$ cat src/rtl/mem_port_arbiter.sv
// mem_port_arbiter: shares one synchronous RAM port between instruction fetch and the MEM stage
module mem_port_arbiter #(
    parameter int STARVE_LIMIT = 4
) (
    input  logic        clk,
    input  logic        resetn,
    input  logic        if_req,
    input  logic [31:0] if_addr,
    output logic        if_gnt,
    output logic        if_rvalid,
    output logic [31:0] if_rdata,
    input  logic        mem_req,
    input  logic [3:0]  mem_wen,
    input  logic [31:0] mem_addr,
    input  logic [31:0] mem_wdata,
    output logic        mem_gnt,
    output logic        mem_rvalid,
    output logic [31:0] mem_rdata,
    output logic        ram_en,
    output logic [3:0]  ram_wen,
    output logic [31:0] ram_addr,
    output logic [31:0] ram_wdata,
    input  logic [31:0] ram_rdata
);
    typedef enum logic [1:0] {OWN_NONE, OWN_IF, OWN_MEM} owner_t;

    localparam logic [3:0] LIMIT = 4'(STARVE_LIMIT);

    logic [3:0] starve_q, starve_d;
    owner_t     rsp_owner_q, rsp_owner_d;
    logic       if_pri;

    // grant selection, RAM port mux and next-state for starvation counter and response tag
    always_comb begin
        if_pri      = if_req && (starve_q >= LIMIT);
        if_gnt      = resetn && if_req && (if_pri || !mem_req);
        mem_gnt     = resetn && mem_req && !if_gnt;
        ram_en      = if_gnt || mem_gnt;
        ram_wen     = mem_gnt ? mem_wen : 4'b0000;
        ram_addr    = if_gnt ? if_addr : (mem_gnt ? mem_addr : 32'd0);
        ram_wdata   = mem_gnt ? mem_wdata : 32'd0;
        starve_d    = (if_req && !if_gnt) ? ((starve_q == 4'hF) ? starve_q : starve_q + 4'd1) : 4'd0;
        rsp_owner_d = if_gnt ? OWN_IF : ((mem_gnt && mem_wen == 4'b0000) ? OWN_MEM : OWN_NONE);
        if_rvalid   = (rsp_owner_q == OWN_IF);
        mem_rvalid  = (rsp_owner_q == OWN_MEM);
        if_rdata    = ram_rdata;
        mem_rdata   = ram_rdata;
    end

    // state registers; reset drops any response still in flight
    always_ff @(posedge clk or negedge resetn) begin
        if (!resetn) begin
            starve_q    <= 4'd0;
            rsp_owner_q <= OWN_NONE;
        end else begin
            starve_q    <= starve_d;
            rsp_owner_q <= rsp_owner_d;
        end
    end
endmodule

$ cat config.mk
export PLATFORM = sky130hd
export DESIGN_NAME = mem_port_arbiter
export DESIGN_NICKNAME = d
export VERILOG_FILES = /design/src/rtl/mem_port_arbiter.sv
export SDC_FILE = /design/constraint.sdc
export NUM_CORES = 1
export LEC_CHECK = 0
export ABC_AREA = 1
export CELL_PAD_IN_SITES_DETAIL_PLACEMENT = 1
export CELL_PAD_IN_SITES_GLOBAL_PLACEMENT = 2
export CORE_MARGIN = 3
export CORE_UTILIZATION = 10
export DETAILED_ROUTE_END_ITERATION = 8
export GPL_TIMING_DRIVEN = 0
export PLACE_DENSITY = 0.95
export REMOVE_ABC_BUFFERS = 1
export SLEW_MARGIN = 20
export SYNTH_ARGS = -nofsm -noshare
export SYNTH_HDL_FRONTEND = slang
export SYNTH_SLANG_ARGS = --single-unit
$ cat constraint.sdc
create_clock -name clk -period 1.4 [get_ports clk]
set_input_delay 0.21 -clock clk [delete_from_list [all_inputs] [get_ports clk]]
set_output_delay 0.21 -clock clk [all_outputs]
set_load 0.01 [all_outputs]
Yosys cells after proc, flatten, opt, wreduce, memory -nomap -nowiden. Index checks and enable logic that the tools add are counted.

$add $sub $neg: 1. Magnitude comparators: 1. Equal/unequal tests: 4. Multiplexer cells: 8. Reduce and logical (&&, ||, !) cells: 12.

Operator list (number): 32-bit two-way mux (3); 4-bit two-way mux (3); 1-bit logical AND (7); 4-bit by 1-bit adder with 4-bit output (second input constant) (1); 4-bit equality test (second input constant) (1); 4-bit by 3-bit greater-or-equal comparator with 1-bit output (second input constant) (1); 4-bit logical NOT (1); 2-bit two-way mux (2); 2-bit by 1-bit equality test with 1-bit output (second input constant) (1); 2-bit equality test (second input constant) (1); 1-bit logical NOT (2); 1-bit logical OR (2); 2-bit inequality test (second input constant) (1).

Bits in registers: 6. Input bits: 136. Logic and storage cells: 28.

Logic depth before layout (Yosys ltp).
Depth in word-level cells: 9. Mapped depth: 7. Gate-level depth less buffers: 7.

Worst setup path before layout. Ideal clock, no wire load.

Kind: reg-to-output. Start: register starve_q[2]. End: output ram_wdata[22]. Arrival: 1.111 ns. Slack: 0.079 ns. Stages on the path, launching flop included: 8. Buffers on the path: 2. Cell sequence: dfrtp_1 inv_2 nand3_2 nand2_4 nand2_2 buf_6 buf_6 nor2_2.

Word-level cells in the longest chain between the ends: 7.

RTL lines: from (decl) (RTL line 29) `logic [3:0] starve_q, starve_d;`; from (signal assigned) (RTL line 56) `starve_q <= starve_d;`; 4-bit by 3-bit greater-or-equal comparator with 1-bit output (RTL line 35) `if_pri = if_req && (starve_q >= LIMIT);`; 1-bit logical AND (RTL line 35); 1-bit logical OR (RTL line 36) `if_gnt = resetn && if_req && (if_pri || !mem_req);`; 1-bit logical AND (RTL line 36); 1-bit logical NOT (RTL line 37) `mem_gnt = resetn && mem_req && !if_gnt;`; 1-bit logical AND (RTL line 37); 32-bit two-way mux (RTL line 41) `ram_wdata = mem_gnt ? mem_wdata : 32'd0;`; to (decl) (RTL line 22) `output logic [31:0] ram_wdata,`.

No other way between the ends.

Worst setup path after layout.
Start: register starve_q[2]. End: output ram_wdata[15].

The elaborated chain is that of the path after synthesis.

==> reports/qor.csv <==
metric,value,unit
avgSynthCellArea,5.54,sq um
via_per_inst,3.73,
yosys.area_share.simple,0.443,
arrival,1.54,ns
path_class,reg2out,
fmax,571,MHz
synth_edf_count,0,
grt_overflow_total,0,
synthAdderAreaFrac,0.00763,
end_kind,output pin,
clock_latency,0.23,ns
drtPass1Iterations,4,
rsz0062_at_grt,yes,
synth_xor_area_frac,0,
grt_max_degree,18,
io_buffer_count,176,
finalNonFillerCells,656,
core,0.0159,sq mm
async_flop_share,1.00,
ys_types,18,
crit_fanout,7,
yosys.area.top_type,buf_4,
drive_gt1_frac,0.439,
synth_top_area_share,0.307,
fin_nets,579,
drt_iter0_drc,33,
final.min_clock_period,1.75,ns
synth_compound_area_frac,0.00305,
antenna_found_initial,0,
muxShareOfSynthArea,0,
ys_ff_latch,6,
yosys_warnings,0,
clockBufferDepth,2,
drt_wl_total,12000,um
first_global_vias,2602,
drv_slew,0,
ff_latch_area,151,sq um
timing.final.ws_setup,-0.353,ns
track_usage,0.120,
p_per_area,429,mW/mm^2
yosysSeqAreaShare,0.0916,
cts_num_sinks,6,
synthCells,296,
diodes,0,
ir_drop,256,uV
holdCritPathClass,in2out,
synth_commonest_cells,"80 x nand2_1, 67 x buf_4, 44 x inv_1",
worst_ep_required_time,1.19,ns
vias,2444,
htree_levels,1,
hold_ws,0.420,ns
start_kind,flip-flop,
n_fill_cell,1929,
multi_input_area,0.00120,sq mm
grt_pass1_wl,16300,um
period_share,1.25,
dp_hpwl,7490,um
synth_top_family_by_area,buffers and inverters,
yosys-top-cells-area,"buf_4 31%, nand2_1 18%, nand3_1 11%, inv_1 10%, dfrtp_1 9.2%",
drcViolationCount,0,
wl_per_cell,18.3,um
root_buffer,clkbuf_16,
initial_core_util,0.103,
io_pins,273,
finClkSkew,0.00229,ns
tightest_slew,0.292,ns
die_w,134,um
place_congestion,0.718,
die_height,134,um
die-area,0.0180,sq mm
hold_viol_final,0,
max_cap_violations,0,
drtAntennaViolNets,0,
maxSlewHeadroom,0.804,
yosys_most_used_dff,dfrtp_1,
violations,negative setup slack,
cts_buffers,3,
path_clk_slew,0.04,ns
cts_tree,done,
synthToLayoutAreaGrowth,145,%
status,"complete, but fails checks",
netlist_area,0.00164,sq mm
rows,46,
dp.cells,611,
leakagePower,1.93,nW
yosysMostFrequentCell,nand2_1,
setup_violations,71,
p_total,1.72,mW
## state kept, by name, indices dropped and copies added, names as in the netlist
signal,count
rsp_owner_q,2
starve_q,4
## cells in the final DEF (no fill, tap or decap), drive strengths merged
cell and instances:
buf 88, bufinv 1, clkbuf 14, clkdlybuf4s15 3
clkdlybuf4s18 1, clkdlybuf4s50 100, clkinv 1, dfrtp 6
dlygate4sd2 4, dlygate4sd3 1, ha 1, inv 48
nand2 89, nand3 36, nand4 1, nor2 45
o21ai 1
## stage by stage
| stage | utilization | setup WS, ns | TNS [ns] | instance area (sq um) |
|---|---|---|---|---|
| 2_1_floorplan | - | -0.476 | -19.11 | 1070 |
| 3_3_place_gp | 0.195 | -2.67 | -153.25 | 3100 |
| 3_5_place_dp | 0.195 | -2.12 | -133.06 | 3100 |
| 4_1_cts | 0.223 | -0.343 | -18.74 | 3560 |
| 5_1_grt | 0.252 | -0.399 | -23.87 | 4020 |
| 6_report | 0.252 | -0.353 | -19.51 | 4020 |
## logic make-up (layout without fill, tap and decap cells)
logic type / after synthesis / after routing
and+or+nand+nor: 164 / 171
DFF: 6 / 6
adders and majority gates: 1 / 1
AOI/OAI and AO/OA: 1 / 1
buffers and inverters: 124 / 261
## area by class of cell
type	count	area share
Timing Repair Buffer	208	0.509
Clock buffer	3	0.0187
Sequential cell	6	0.0376
Inverter	47	0.0550
Timing Repair inverter	3	0.0137
Multi-Input combinational cell	173	0.299
Tap cell	216	0.0672
## per-layer routing
layer / GRT usage / wire [um] / vias up
li1: - / - / 1110
met1: 0.140 / 4560 / 1104
met2: 0.188 / 5300 / 213
met3: 0.0788 / 1830 / 13
met4: 0.0130 / 216 / 4
met5: 0.0389 / 76 / -
## path summary, 6_finish.rpt
check                                   from             end  slack (ns)  cells after the start
max in group asynchronous             resetn     starve_q[2]        0.57                      2
worst min-delay path            ram_rdata[0]     if_rdata[0]        0.42                      0
min in group asynchronous             resetn     starve_q[0]        0.59                      2
worst max-delay path             starve_q[2]   ram_wdata[15]       -0.35                      8
worst max register to register   starve_q[2]  rsp_owner_q[1]           0                      8
worst min register to register   starve_q[0]     starve_q[0]        0.59                      3
## report_power, final
| group | leakage (nW) | switching, mW | internal [mW] |
|---|---|---|---|
| Clock | 0.0370 | 0.0961 | 0.367 |
| Combinational | 1.81 | 0.476 | 0.595 |
| Sequential | 0.0795 | 0.00800 | 0.183 |
| Total | 1.93 | 0.580 | 1.14 |
## timing repair
item / 4_1_cts / 5_1_grt
setup buffers: 22 / 10
resized for setup: 333 / 101
gates cloned: 9 / 3
endpoints found under the setup margin: 79 / 74
endpoints found under the hold margin: 6 / 0
pin swaps: 12 / 11
hold buffers: 1 / 0
## worst max-delay path: stages (launching register included)
cell and delay, ns:
dfrtp_2 0.41, inv_2 0.07, nand3_4 0.09, nand2_8 0.12, buf_12 0.16, nand2_8 0.09
buf_8 0.15, nor2_2 0.08, buf_2 0.13
Note: power is estimated with default switching activity, not from simulation.
